`src/rtl/fetch_stage_pkg.sv`:
```
// Shared definitions for the instruction-fetch stage: FSM states and the bubble instruction.
package fetch_stage_pkg;

  localparam int unsigned XLEN_DEF = 32;
  localparam logic [31:0] NOP_INSTR = 32'h0000_0013;

  typedef enum logic [1:0] {
    S_REQ  = 2'd0,
    S_WAIT = 2'd1,
    S_BUF  = 2'd2
  } fetch_state_t;

endpackage

```
`src/rtl/fetch_stage_ifid_reg.sv`:
```
// IF/ID pipeline register: reset > flush > hold > load, bubble (NOP, invalid) when nothing to load.
module ifid_reg #(
  parameter int unsigned     XLEN = 32,
  parameter logic [XLEN-1:0] NOP  = 32'h0000_0013
) (
  input  logic            clk,
  input  logic            rst_n,
  input  logic            flush,
  input  logic            hold,
  input  logic            load,
  input  logic [XLEN-1:0] ld_pc,
  input  logic [XLEN-1:0] ld_instr,
  output logic [XLEN-1:0] pc,
  output logic [XLEN-1:0] instr,
  output logic            valid
);

  // Bubbles and flushes keep the previous PC; only a real load updates it.
  always_ff @(posedge clk) begin
    if (!rst_n) begin
      pc    <= '0;
      instr <= NOP;
      valid <= 1'b0;
    end else if (flush) begin
      instr <= NOP;
      valid <= 1'b0;
    end else if (!hold) begin
      if (load) begin
        pc    <= ld_pc;
        instr <= ld_instr;
        valid <= 1'b1;
      end else begin
        instr <= NOP;
        valid <= 1'b0;
      end
    end
  end

endmodule

```
`src/rtl/fetch_stage.sv`:
```
// Instruction fetch: issues I-cache reads from the PC, rides out misses, buffers an
// instruction while decode stalls, and tells the PC when it may advance.
module fetch_stage
  import fetch_stage_pkg::*;
#(
  parameter int unsigned     XLEN = XLEN_DEF,
  parameter logic [XLEN-1:0] NOP  = XLEN'(NOP_INSTR)
) (
  input  logic            clk,
  input  logic            rst_n,
  input  logic [XLEN-1:0] pc_i,
  input  logic            id_stall_i,
  input  logic            flush_i,
  output logic            ic_req_o,
  output logic [XLEN-1:0] ic_addr_o,
  input  logic            ic_stall_i,
  input  logic [XLEN-1:0] ic_rdata_i,
  output logic            stall_o,
  output logic [XLEN-1:0] ifid_pc_o,
  output logic [XLEN-1:0] ifid_instr_o,
  output logic            ifid_valid_o
);

  fetch_state_t    state_q, state_d;
  logic [XLEN-1:0] addr_q, buf_q, bpc_q;
  logic            done, addr_en, buf_en, ld_en;
  logic [XLEN-1:0] ld_pc, ld_instr;

  always_ff @(posedge clk) begin
    if (!rst_n) begin
      state_q <= S_REQ;
      addr_q  <= '0;
      buf_q   <= '0;
      bpc_q   <= '0;
    end else begin
      state_q <= state_d;
      if (addr_en) addr_q <= pc_i;
      if (buf_en) begin
        buf_q <= ic_rdata_i;
        bpc_q <= ic_addr_o;
      end
    end
  end

  always_comb begin
    state_d   = state_q;
    addr_en   = 1'b0;
    buf_en    = 1'b0;
    ic_req_o  = (state_q != S_BUF);
    ic_addr_o = (state_q == S_WAIT) ? addr_q : pc_i;
    done      = ic_req_o & ~ic_stall_i;
    ld_en     = done | (state_q == S_BUF);
    ld_pc     = (state_q == S_BUF) ? bpc_q : ic_addr_o;
    ld_instr  = (state_q == S_BUF) ? buf_q : ic_rdata_i;
    stall_o   = ~((flush_i & ((state_q != S_WAIT) | done)) |
                  (~id_stall_i & ld_en));

    unique case (state_q)
      S_REQ: begin
        if (ic_stall_i) begin
          addr_en = 1'b1;
          state_d = S_WAIT;
        end else if (id_stall_i && !flush_i) begin
          buf_en  = 1'b1;
          state_d = S_BUF;
        end
      end
      S_WAIT: begin
        // The outstanding access always runs to completion, even under flush.
        if (done) begin
          if (id_stall_i && !flush_i) begin
            buf_en  = 1'b1;
            state_d = S_BUF;
          end else begin
            state_d = S_REQ;
          end
        end
      end
      S_BUF: begin
        if (!id_stall_i || flush_i) state_d = S_REQ;
      end
      default: state_d = S_REQ;
    endcase
  end

  ifid_reg #(
    .XLEN (XLEN),
    .NOP  (NOP)
  ) u_ifid (
    .clk      (clk),
    .rst_n    (rst_n),
    .flush    (flush_i),
    .hold     (id_stall_i),
    .load     (ld_en),
    .ld_pc    (ld_pc),
    .ld_instr (ld_instr),
    .pc       (ifid_pc_o),
    .instr    (ifid_instr_o),
    .valid    (ifid_valid_o)
  );

endmodule

```
`config.mk`:
```
export PLATFORM = sky130hd
export DESIGN_NAME = fetch_stage
export DESIGN_NICKNAME = d
export VERILOG_FILES = /design/src/rtl/fetch_stage_pkg.sv /design/src/rtl/fetch_stage_ifid_reg.sv /design/src/rtl/fetch_stage.sv
export SDC_FILE = /design/constraint.sdc
export NUM_CORES = 1
export LEC_CHECK = 0
export BUFFER_PORTS_ARGS = -buffer_cell sky130_fd_sc_hd__buf_2
export CORE_MARGIN = 8
export CORE_UTILIZATION = 57
export CTS_CLUSTER_SIZE = 8
export DETAILED_ROUTE_END_ITERATION = 8
export GPL_TIMING_DRIVEN = 0
export PLACE_DENSITY = 0.83
export SKIP_LAST_GASP = 1
export SYNTH_ARGS = -nofsm -noshare
export SYNTH_HDL_FRONTEND = slang
export SYNTH_HIERARCHICAL = 1
export SYNTH_SLANG_ARGS = --single-unit
```
`constraint.sdc`:
```
create_clock -name clk -period 6 [get_ports clk]
set_clock_uncertainty 0.15 [all_clocks]
set_input_delay 1.2 -clock clk [delete_from_list [all_inputs] [get_ports clk]]
set_output_delay 1.2 -clock clk [all_outputs]
set_load 0.05 [all_outputs]
```
==> out/metrics.yaml <==
synthesis:
  syn_avg_cell_area_sq_um: 8.872
  yosys_warnings: 6
  synth_ff_type: "dfxtp_1"
  synthArstFlopShare: 0
  yosysSeqAreaShare: 0.4184
  synth_edf_count: 0
  ys_ff_latch: 163
  postSynthCellCount: 879
  synthesis.area_sq_mm: 0.007799
  yosysUniqueCellTypes: 32
  synth_nets: 948
timing:
  finalCritPeriodShare: 0.5827
  relSlewSlack: 0.4629
  setup_tns_ns: 0
  worst_slack_ns: 2.504
  slew_violations: 0
  setup_viol: 0
  rsz0062_at_grt: "false"
  hold_viol_final: 0
  fin_crit_ns: 3.496
  tightest_slew_ns: 0.8022
  maxClockFrequency_ghz: 0.2860
layout:
  fin_area_sq_mm: 0.009500
  area_growth_syn_to_layout_pct: 21.82
  register_area_sq_mm: 0.003263
  n_fill_cell: 1035
  drive_above_1_share: 0.3006
  final_net_count: 1134
  multiInputGateArea_sq_mm: 0.003988
global_routing:
  grt_max_degree: 17
  use_met3: 0.07570
  antenna_found_initial: 3
  grtUsageTotal: 0.2485
  grt_pass1_wl_um: 35960
  gr-total-overflow: 0
  first_global_vias: 7035
  grt.met2_usage: 0.4120
  grt-busiest-layer: "met2"
  grt_use_met1: 0.2952
critical_path:
  crit_path_start_kind: "flip-flop"
  required_ns: 4.65
  crit_chain: "nand2b_1, buf_2, buf_2, mux2_2, buf_2"
  cp_common_cell: "buf_2"
  r2r_slack_ns: 3.57
  cpPeakStageDelay_ns: 0.41
  critPathMaxFanout: 10
  worstSetupPathType: "flip-flop to output pin"
  crit_arrival_ns: 2.15
  critPathSlowestCell: "dfxtp_1"
  crit_path_end_kind: "output pin"
power_and_ir_drop:
  netSwitchingPower_uw: 783.0
  power_mw: 2.812
  switching_share: 0.2785
  leakagePower_nw: 4.060
  ir_drop_uv: 214.7
  p_int_mw: 2.029
  power_frac_comb: 0.165
  power.density_mw_per_mm2: 296.0
  clkPwrFrac: 0.424
  seqPwrFrac: 0.411
placement:
  gp_congestion: 0.8312
  dpl_cell_area_sq_mm: 0.008855
  dp_hpwl_um: 15590
  dpl_worst_slack_ns: 2.511
  io_buffers: 167
clock_tree:
  cts_max_level: 4
  post_cts_buffers: 0
  cts_buffers: 17
  cts_hold_buffers: 0
  clock_sinks: 163
  cts_buffer_depth: 2
  clkTransAtPathRegs_ns: 0.06
  ctsRootBufferMaster: "clkbuf_16"
  clk_latency_ns: 0.43
  cts_resized: 0
  cts_tree: "yes"
floorplanning:
  row_count: 42
  core_area_sq_mm: 0.01330
  die-width_um: 133.0
  io_pins: 168
  die_y_um: 133.0
  die_area_sq_mm: 0.01768
  start_util: 0.5866
run:
  cap_violations: 0
drt:
  wl_um: 22030
  drtIter0Drc: 429
  vias: 6945
  drcViolationCount: 0
  ant_nets: 0
  wl_per_cell_um: 17.54
  drt_pass1_iterations: 5
  drt-vias-per-instance: 5.529
run_status:
  status: "finished, final reports clean"
min_path:
  hp-class: "flip-flop to flip-flop"
[critical path: cells and delay by family (launching register included)]
family                 cells  cell delay (ns)
and+or+nand+nor            1             0.12
buffers and inverters      3             0.77
DFF                        1             0.41
muxes                      1             0.41
[flip-flops by register name, indices dropped and copies added, names as in the netlist]
name	cells
u_ifid/valid	1
buf_q	32
u_ifid/instr	32
state_q	2
u_ifid/pc	32
addr_q	32
bpc_q	32
[per-layer routing]
layer	vias up	wire (um)
met4	2	500
met2	242	10530
met5	-	8
met3	39	1695
li1	3370	-
met1	3292	9291
[stage by stage]
step | instances | util | hold slack (ns)
floorplan | 879 | - | 0.2826
global placement | 1222 | 0.6660 | 0.2897
detailed placement | 1222 | 0.6660 | 0.2954
CTS | 1254 | 0.7142 | 0.3064
global route | 1255 | 0.7144 | 0.3241
finish | 1256 | 0.7146 | 0.3022
[synthesized netlist by cell type, types with 8 or more instances]
library cell	count	share of area
clkbuf_1	19	0.0091
o22ai_1	20	0.016
o21ai_0	26	0.017
nor2b_1	16	0.013
mux2i_1	45	0.058
dfxtp_1	163	0.42
a21oi_1	61	0.039
mux2_2	64	0.092
nand2_1	222	0.11
buf_6	10	0.014
o21ba_1	30	0.039
buf_2	38	0.024
a211oi_1	12	0.012
a21boi_1	8	0.0077
nand3b_1	29	0.028
inv_1	22	0.011
a21boi_0	56	0.054
o21ai_1	11	0.0071
[power by group through the flow]
stage	combinational (mW)	sequential [mW]	clock, mW
6_report	0.465	1.15	1.19
5_1_grt	0.499	1.16	1.24
4_1_cts	0.463	1.15	1.20
3_5_place_dp	0.460	1.18	0
3_3_place_gp	0.453	1.18	0
2_1_floorplan	0.285	1.22	0
[layout by cell type, fill, tap and decap left out, types with 10 or more instances in the layout]
cell type,instances
nor2b_1,16
a21oi_1,61
mux2i_1,45
clkbuf_16,17
nand2_1,222
nand3b_1,29
o22ai_1,20
clkbuf_1,21
a211oi_1,12
dfxtp_1,163
buf_6,10
mux2_2,64
o21ai_0,26
a21boi_0,56
o21ba_1,30
buf_2,205
o21ai_1,11
inv_1,22
[cell families (layout without fill, tap and decap cells)]
group / Yosys count / after routing / share of synthesized area
adder cells (fa/ha/maj): 1 / 1 / 0.001284
buffers and inverters: 97 / 296 / 0.07027
AND/OR/NAND/NOR: 283 / 283 / 0.1667
AO/OA/AOI/OAI: 226 / 226 / 0.1932
multiplexers: 109 / 109 / 0.1502
other: 0 / 2 / 0
flip-flops: 163 / 163 / 0.4184
[final cells by class]
type / instances / area share
Inverter: 22 / 0.008692
Clock inverter: 13 / 0.02186
Tap cell: 176 / 0.02318
Timing Repair Buffer: 167 / 0.08798
Multi-Input combinational cell: 619 / 0.4197
Buffer: 75 / 0.04899
Clock buffer: 19 / 0.04557
Sequential cell: 163 / 0.3435
Antenna cell: 2 / 0.0005268
[worst paths after layout]
| path | start | end | cells after the start |
|---|---|---|---|
| hold reg to reg | u_ifid/pc[19] | u_ifid/pc[19] | 2 |
| setup reg to reg | state_q[1] | u_ifid/pc[1] | 9 |
| hold / removal | u_ifid/pc[19] | u_ifid/pc[19] | 2 |
| setup / recovery | state_q[1] | ic_addr_o[3] | 5 |
No activity file was read; power rests on OpenSTA's default activity.
